`src/rtl/rom_mult_pipe.sv`:
```
// rom_mult_pipe: pipelined ROM-operand multiply / multiply-accumulate with an in-order result log.
//
// Two addresses index two fixed operand ROMs (ROM1[i] = i+1, ROM2[i] = 2i+1, both mod 2^DATA_W).
// The operands are multiplied and, in mode 1, added to an accumulator. Each result is driven
// on result/result_valid and logged into a small result RAM that is drained in order by rd_en.
//
// Pipeline: S1 ROM operands -> S2 product -> S3 staged product -> result register + RAM write.
// Accept at edge T gives result_valid in the cycle after edge T+3.
//
// Ports:
//   clk, reset        clock (rising edge), asynchronous active-low reset
//   in_valid/in_ready request handshake; in_ready depends on count only
//   rom_addr1/2, mode operands and op select (0 = multiply, 1 = multiply-accumulate)
//   clr_acc           synchronous accumulator clear, acts on the op currently in S3
//   result(_valid)    last result and its one-cycle strobe
//   rd_en             pop request; rd_data/rd_valid appear one cycle after the sampling edge
//   count             entries stored in the RAM plus entries in flight
//
// Build option: define ROM_MULT_SATURATE_EN to saturate mode-1 accumulation instead of wrapping.

`timescale 1ns/1ps

module rom_mult_pipe #(
    parameter int unsigned DATA_W = 4,
    parameter int unsigned ADDR_W = 3,
    parameter int unsigned RES_W  = 8,
    parameter int unsigned RAM_AW = 3
) (
    input  logic              clk,
    input  logic              reset,
    input  logic              in_valid,
    output logic              in_ready,
    input  logic [ADDR_W-1:0] rom_addr1,
    input  logic [ADDR_W-1:0] rom_addr2,
    input  logic              mode,
    input  logic              clr_acc,
    output logic [RES_W-1:0]  result,
    output logic              result_valid,
    input  logic              rd_en,
    output logic [RES_W-1:0]  rd_data,
    output logic              rd_valid,
    output logic [RAM_AW:0]   count
);

    localparam int unsigned   RamDepth = 2 ** RAM_AW;
    localparam logic [RAM_AW:0] CntFull = (RAM_AW + 1)'(RamDepth);

    function automatic logic [DATA_W-1:0] rom1(input logic [ADDR_W-1:0] a);
        return DATA_W'(32'(a) + 32'd1);
    endfunction

    function automatic logic [DATA_W-1:0] rom2(input logic [ADDR_W-1:0] a);
        return DATA_W'(32'(a) * 32'd2 + 32'd1);
    endfunction

    // Pipeline registers
    logic                s1_valid_q, s2_valid_q, s3_valid_q;
    logic                s1_mode_q, s2_mode_q, s3_mode_q;
    logic [DATA_W-1:0]   s1_op1_q, s1_op2_q;
    logic [RES_W-1:0]    s2_prod_q, s3_prod_q;
    logic [2*DATA_W-1:0] prod;

    // Result / accumulator
    logic [RES_W-1:0]    acc_q, acc_d, acc_base, mac_res, res_d, result_q;
    logic                result_valid_q;

    // Result log
    logic [RES_W-1:0]    ram [RamDepth];
    logic [RAM_AW-1:0]   wr_ptr_q, rd_ptr_q, pop_addr_q;
    logic [RAM_AW:0]     count_q, count_d, stored_q, stored_d;
    logic                pop_pend_q, rd_valid_q;
    logic [RES_W-1:0]    rd_data_q;

    logic                accept, pop;

    assign in_ready = (count_q < CntFull);
    assign accept   = in_valid && in_ready;
    // Only entries already written can be popped, so a same-cycle write is never read.
    assign pop      = rd_en && (stored_q != '0);

    assign prod = (2 * DATA_W)'(s1_op1_q) * (2 * DATA_W)'(s1_op2_q);

    always_comb begin
        acc_base = clr_acc ? '0 : acc_q;
`ifdef ROM_MULT_SATURATE_EN
        begin
            logic [RES_W:0] sum_w;
            sum_w   = {1'b0, acc_base} + {1'b0, s3_prod_q};
            mac_res = sum_w[RES_W] ? '1 : sum_w[RES_W-1:0];
        end
`else
        mac_res = acc_base + s3_prod_q;
`endif
        res_d = s3_mode_q ? mac_res : s3_prod_q;

        acc_d = acc_q;
        if (s3_valid_q && s3_mode_q) begin
            acc_d = mac_res;
        end else if (clr_acc) begin
            acc_d = '0;
        end
    end

    always_comb begin
        count_d = count_q;
        unique case ({accept, pop})
            2'b10:   count_d = count_q + 1'b1;
            2'b01:   count_d = count_q - 1'b1;
            default: count_d = count_q;
        endcase

        stored_d = stored_q;
        unique case ({s3_valid_q, pop})
            2'b10:   stored_d = stored_q + 1'b1;
            2'b01:   stored_d = stored_q - 1'b1;
            default: stored_d = stored_q;
        endcase
    end

    always_ff @(posedge clk or negedge reset) begin
        if (!reset) begin
            s1_valid_q     <= 1'b0;
            s2_valid_q     <= 1'b0;
            s3_valid_q     <= 1'b0;
            s1_mode_q      <= 1'b0;
            s2_mode_q      <= 1'b0;
            s3_mode_q      <= 1'b0;
            s1_op1_q       <= '0;
            s1_op2_q       <= '0;
            s2_prod_q      <= '0;
            s3_prod_q      <= '0;
            acc_q          <= '0;
            result_q       <= '0;
            result_valid_q <= 1'b0;
            wr_ptr_q       <= '0;
            rd_ptr_q       <= '0;
            pop_addr_q     <= '0;
            count_q        <= '0;
            stored_q       <= '0;
            pop_pend_q     <= 1'b0;
            rd_valid_q     <= 1'b0;
            rd_data_q      <= '0;
        end else begin
            s1_valid_q <= accept;
            s1_mode_q  <= mode;
            s1_op1_q   <= rom1(rom_addr1);
            s1_op2_q   <= rom2(rom_addr2);

            s2_valid_q <= s1_valid_q;
            s2_mode_q  <= s1_mode_q;
            s2_prod_q  <= RES_W'(prod);

            s3_valid_q <= s2_valid_q;
            s3_mode_q  <= s2_mode_q;
            s3_prod_q  <= s2_prod_q;

            acc_q          <= acc_d;
            result_valid_q <= s3_valid_q;
            if (s3_valid_q) begin
                result_q <= res_d;
                wr_ptr_q <= wr_ptr_q + 1'b1;
            end

            count_q  <= count_d;
            stored_q <= stored_d;

            // Pop: pointer advances at the sampling edge, the RAM read lands one edge later.
            pop_pend_q <= pop;
            if (pop) begin
                pop_addr_q <= rd_ptr_q;
                rd_ptr_q   <= rd_ptr_q + 1'b1;
            end
            rd_valid_q <= pop_pend_q;
            if (pop_pend_q) begin
                rd_data_q <= ram[pop_addr_q];
            end
        end
    end

    // RAM contents are not reset.
    always_ff @(posedge clk) begin
        if (s3_valid_q) begin
            ram[wr_ptr_q] <= res_d;
        end
    end

    assign result       = result_q;
    assign result_valid = result_valid_q;
    assign rd_data      = rd_data_q;
    assign rd_valid     = rd_valid_q;
    assign count        = count_q;

endmodule

```
`config.mk`:
```
export PLATFORM = sky130hd
export DESIGN_NAME = rom_mult_pipe
export DESIGN_NICKNAME = d
export VERILOG_FILES = /design/src/rtl/rom_mult_pipe.sv
export SDC_FILE = /design/constraint.sdc
export NUM_CORES = 1
export LEC_CHECK = 0
export BUFFER_PORTS_ARGS = -buffer_cell sky130_fd_sc_hd__buf_2
export CELL_PAD_IN_SITES_DETAIL_PLACEMENT = 1
export CELL_PAD_IN_SITES_GLOBAL_PLACEMENT = 1
export CORE_ASPECT_RATIO = 0.7
export CORE_UTILIZATION = 42
export CTS_BUF_LIST = sky130_fd_sc_hd__clkbuf_16
export CTS_CLUSTER_DIAMETER = 200
export CTS_CLUSTER_SIZE = 28
export DETAILED_ROUTE_END_ITERATION = 7
export HOLD_SLACK_MARGIN = 0.12
export MAX_ROUTING_LAYER = met4
export PLACE_DENSITY = 0.66
export RECOVER_POWER = 100
export SKIP_LAST_GASP = 1
export SLEW_MARGIN = 10
export SYNTH_ARGS = -nofsm -noshare
export SYNTH_HDL_FRONTEND = slang
export SYNTH_SLANG_ARGS = --single-unit
```
`constraint.sdc`:
```
create_clock -name clk -period 3.6 [get_ports clk]
set_input_delay 0.18 -clock clk [delete_from_list [all_inputs] [get_ports clk]]
set_output_delay 0.18 -clock clk [all_outputs]
set_load 0.01 [all_outputs]
```
==> out/summary.txt <==
Tmin final = 2740 ps
Worst slew pin tran = 1860 ps
IO Port Bufs = 34
Seq. cell area = 3770 sq um
Post-synthesis cell type count = 38
Clock Tree Buf Depth = 2
Final cell count without fillers = 655
Grt ovf = 0
Rel. slew slack = -24.3%
Row cnt = 35
Pleak = 0.00287 uW
Crit path max fanout = 4
Setup Buffers After CTS = 0
Die area = 14600 sq um
Hold crit path type = primary input to register
Vias in the first global route = 3512
Layout area overhead = 16.1%
Crit path arrival time = 3080 ps
Final Cycle Share = 76.1%
Critical Path Max Stage Delay = 540 ps
Vias post-DR = 3312
Crit. End Element = register
Final wirelength = 11.8 mm
Yosys top cell area share = 32.5%
Placed cell count = 612
Critical path's slowest cell = fa_1
Initial core utilization = 44.0%
Fill cell count = 1381
DR DRC count = 0
Slew Viols, Final = 75
Routability cong. = 0.761
RSZ-0062 raised after global routing = false
Seq/Total Area, Yosys = 63.7%
Layout cell share with drive strength beyond 1 = 13.0%
Via density = 5.06
Cell count after synthesis = 399
WL/cell = 18.0 um
Syn nets = 446
R2r startpoint = s1_op2_q[3]
Critical path class = register to register
Number of synthesized flops with an enable pin = 64
First-iteration detailed-routing DRC count = 122
Ant. Diodes = 0
ANT nets after route = 0
CORE AREA = 13400 sq um
Die Span Y = 101 um
MaxCap Viol Count = 1
Clock Latency Late Sink = 420 ps
Layout Nets = 504
Detail Placement HPWL = 8.04 mm
GRT Total Usage = 19.0%
Synthesized flop and latch total = 138
Io pins = 35
Largest area contributor in the netlist = edfxtp_1
Initial antenna violation count = 0
Maximum VDD drop = 0.338 mV
Commonest non-fill, non-tap cell in the layout = dfrtp_1
Synth area leaders = edfxtp_1 32%, dfrtp_1 31%, mux4_2 6.1%
Pwr per Cell Area = 766 nW/um^2
Setup_tns = 0 ps
Global-route wire length before repair = 19.2 mm
Synth Cell Area = 5920 sq um
Die W = 144 um
Crit path launch type = register
Num CTS Buffers = 17
Critical path startpoint = s1_op2_q[3]
Clock Skews = 8.69 ps
H-tree Lvls = 4
CP Cell Sequence = nand2_1 -> fa_1 -> inv_1 -> fa_1 -> ha_1 -> a21o_1 -> a21oi_1 -> o21bai_1 -> a21oi_1 -> xnor2_1
Mean post-synth cell area = 14.8 sq um
Status = complete, but fails checks
First-pass DRT Iterations = 6
Setup violations, final = 0
Pin count of the biggest net entering global routing = 75
Worst path required time = 3940 ps
Commonest non-fill, non-tap cells in the layout = 74 x dfrtp_1, 64 x edfxtp_1, 29 x clkbuf_1
Multi-input combinational cell area = 2010 sq um
Post-synth ARST share = 53.6%
Peak Freq = 0.365 GHz
CTS root buf = clkbuf_16
Reg clk slew, reported paths = 60 ps
CTS tree = done
Failing checks = capacitance limit, slew limit
Main synth FF type = dfrtp_1
Count of final hold-check violations = 0
Warnings, synthesis = 0
CTS Sinks = 138
Hold path startpoint = clr_acc
==> sequential cells by signal, summed over array words and instances (netlist names) <==
register,count
s1_valid_q,1
rd_valid,1
s3_mode_q,1
result,8
s1_op2_q,4
wr_ptr_q,3
s2_valid_q,1
stored_q,4
rd_ptr_q,3
ram,64
count,4
s3_prod_q,8
s2_mode_q,1
s3_valid_q,1
pop_pend_q,1
result_valid,1
pop_addr_q,3
s1_mode_q,1
rd_data,8
acc_q,8
s1_op1_q,4
s2_prod_q,8
==> synth_stat cells, types with 10 or more instances <==
| master | count |
|---|---|
| dfrtp_1 | 74 |
| edfxtp_1 | 64 |
| ha_1 | 28 |
| nand2_1 | 28 |
| nor2_1 | 28 |
| inv_1 | 19 |
| a21oi_1 | 16 |
| mux4_2 | 16 |
| and2_1 | 13 |
| mux2_2 | 13 |
| xnor2_1 | 13 |
| mux2i_1 | 12 |
| o21ai_0 | 10 |
==> metrics by stage <==
step | util [%] | hold slack [ps] | cell area (sq um) | power, uW | worst slack, ps
floorplan | - | -116 | 5920 | 3300 | 1010
global placement | 46.9 | 293 | 6310 | 3720 | 901
detailed placement | 46.9 | 290 | 6310 | 3800 | 869
CTS | 51.6 | 222 | 6940 | 5380 | 836
global route | 51.1 | 259 | 6880 | 5590 | 654
finish | 51.1 | 220 | 6880 | 5270 | 862
==> where the power goes <==
part / switching [uW] / internal (uW)
Clock: 628 / 922
Combinational: 712 / 625
Sequential: 333 / 2050
==> logic make-up (layout without fill, tap and decap cells) <==
group,count (synthesis),count (layout),share of synthesized area [%]
other cells,1,1,0.0633
xor+xnor,22,22,3.25
simple gates,89,89,7.01
compound gates,43,43,4.80
fa+ha+maj,35,35,8.28
mux,42,42,10.8
flops,138,138,63.7
buf+inv,29,100,2.03
==> layout make-up <==
cell class	instances	share of cell area (%)
tap	185	3.37
multi-input combinational	232	29.3
timing repair buffer	49	3.84
clock inverter	15	1.40
sequential	138	54.9
clock buffer	17	6.19
inverter	19	1.04
==> what timing repair did <==
action	CTS	global route
hold buffers	11	0
resized for setup	0	0
hold endpoints to repair	85	0
==> critical path: cells and delay by family (launching register included) <==
kind | cells | cell delay, ps
adders and majority gates | 3 | 1380
AOI/OAI and AO/OA | 4 | 620
DFF | 1 | 370
xor gates and xnor gates | 1 | 130
and+or+nand+nor | 1 | 90
buffers and inverters | 1 | 50
==> path summary, 6_finish.rpt <==
| check | to | slack, ps | depth (start not counted) |
|---|---|---|---|
| min | acc_q[5] | 220 | 4 |
| max | s2_prod_q[7] | 860 | 10 |
| min in group asynchronous | count[1] | 800 | 2 |
| max in group asynchronous | acc_q[1] | 1680 | 2 |
| max reg2reg | s2_prod_q[7] | 860 | 10 |
| min reg2reg | s3_prod_q[0] | 340 | 0 |
==> routing by layer <==
| metal | up-vias | track usage (%) | wire length [um] |
|---|---|---|---|
| met5 | - | - | 0 |
| met4 | 0 | 7.77 | 163 |
| met3 | 18 | 4.63 | 521 |
| met2 | 70 | 29.1 | 5500 |
| met1 | 1691 | 24.2 | 5590 |
| li1 | 1533 | - | - |
Note: power is estimated with default switching activity, not from simulation.
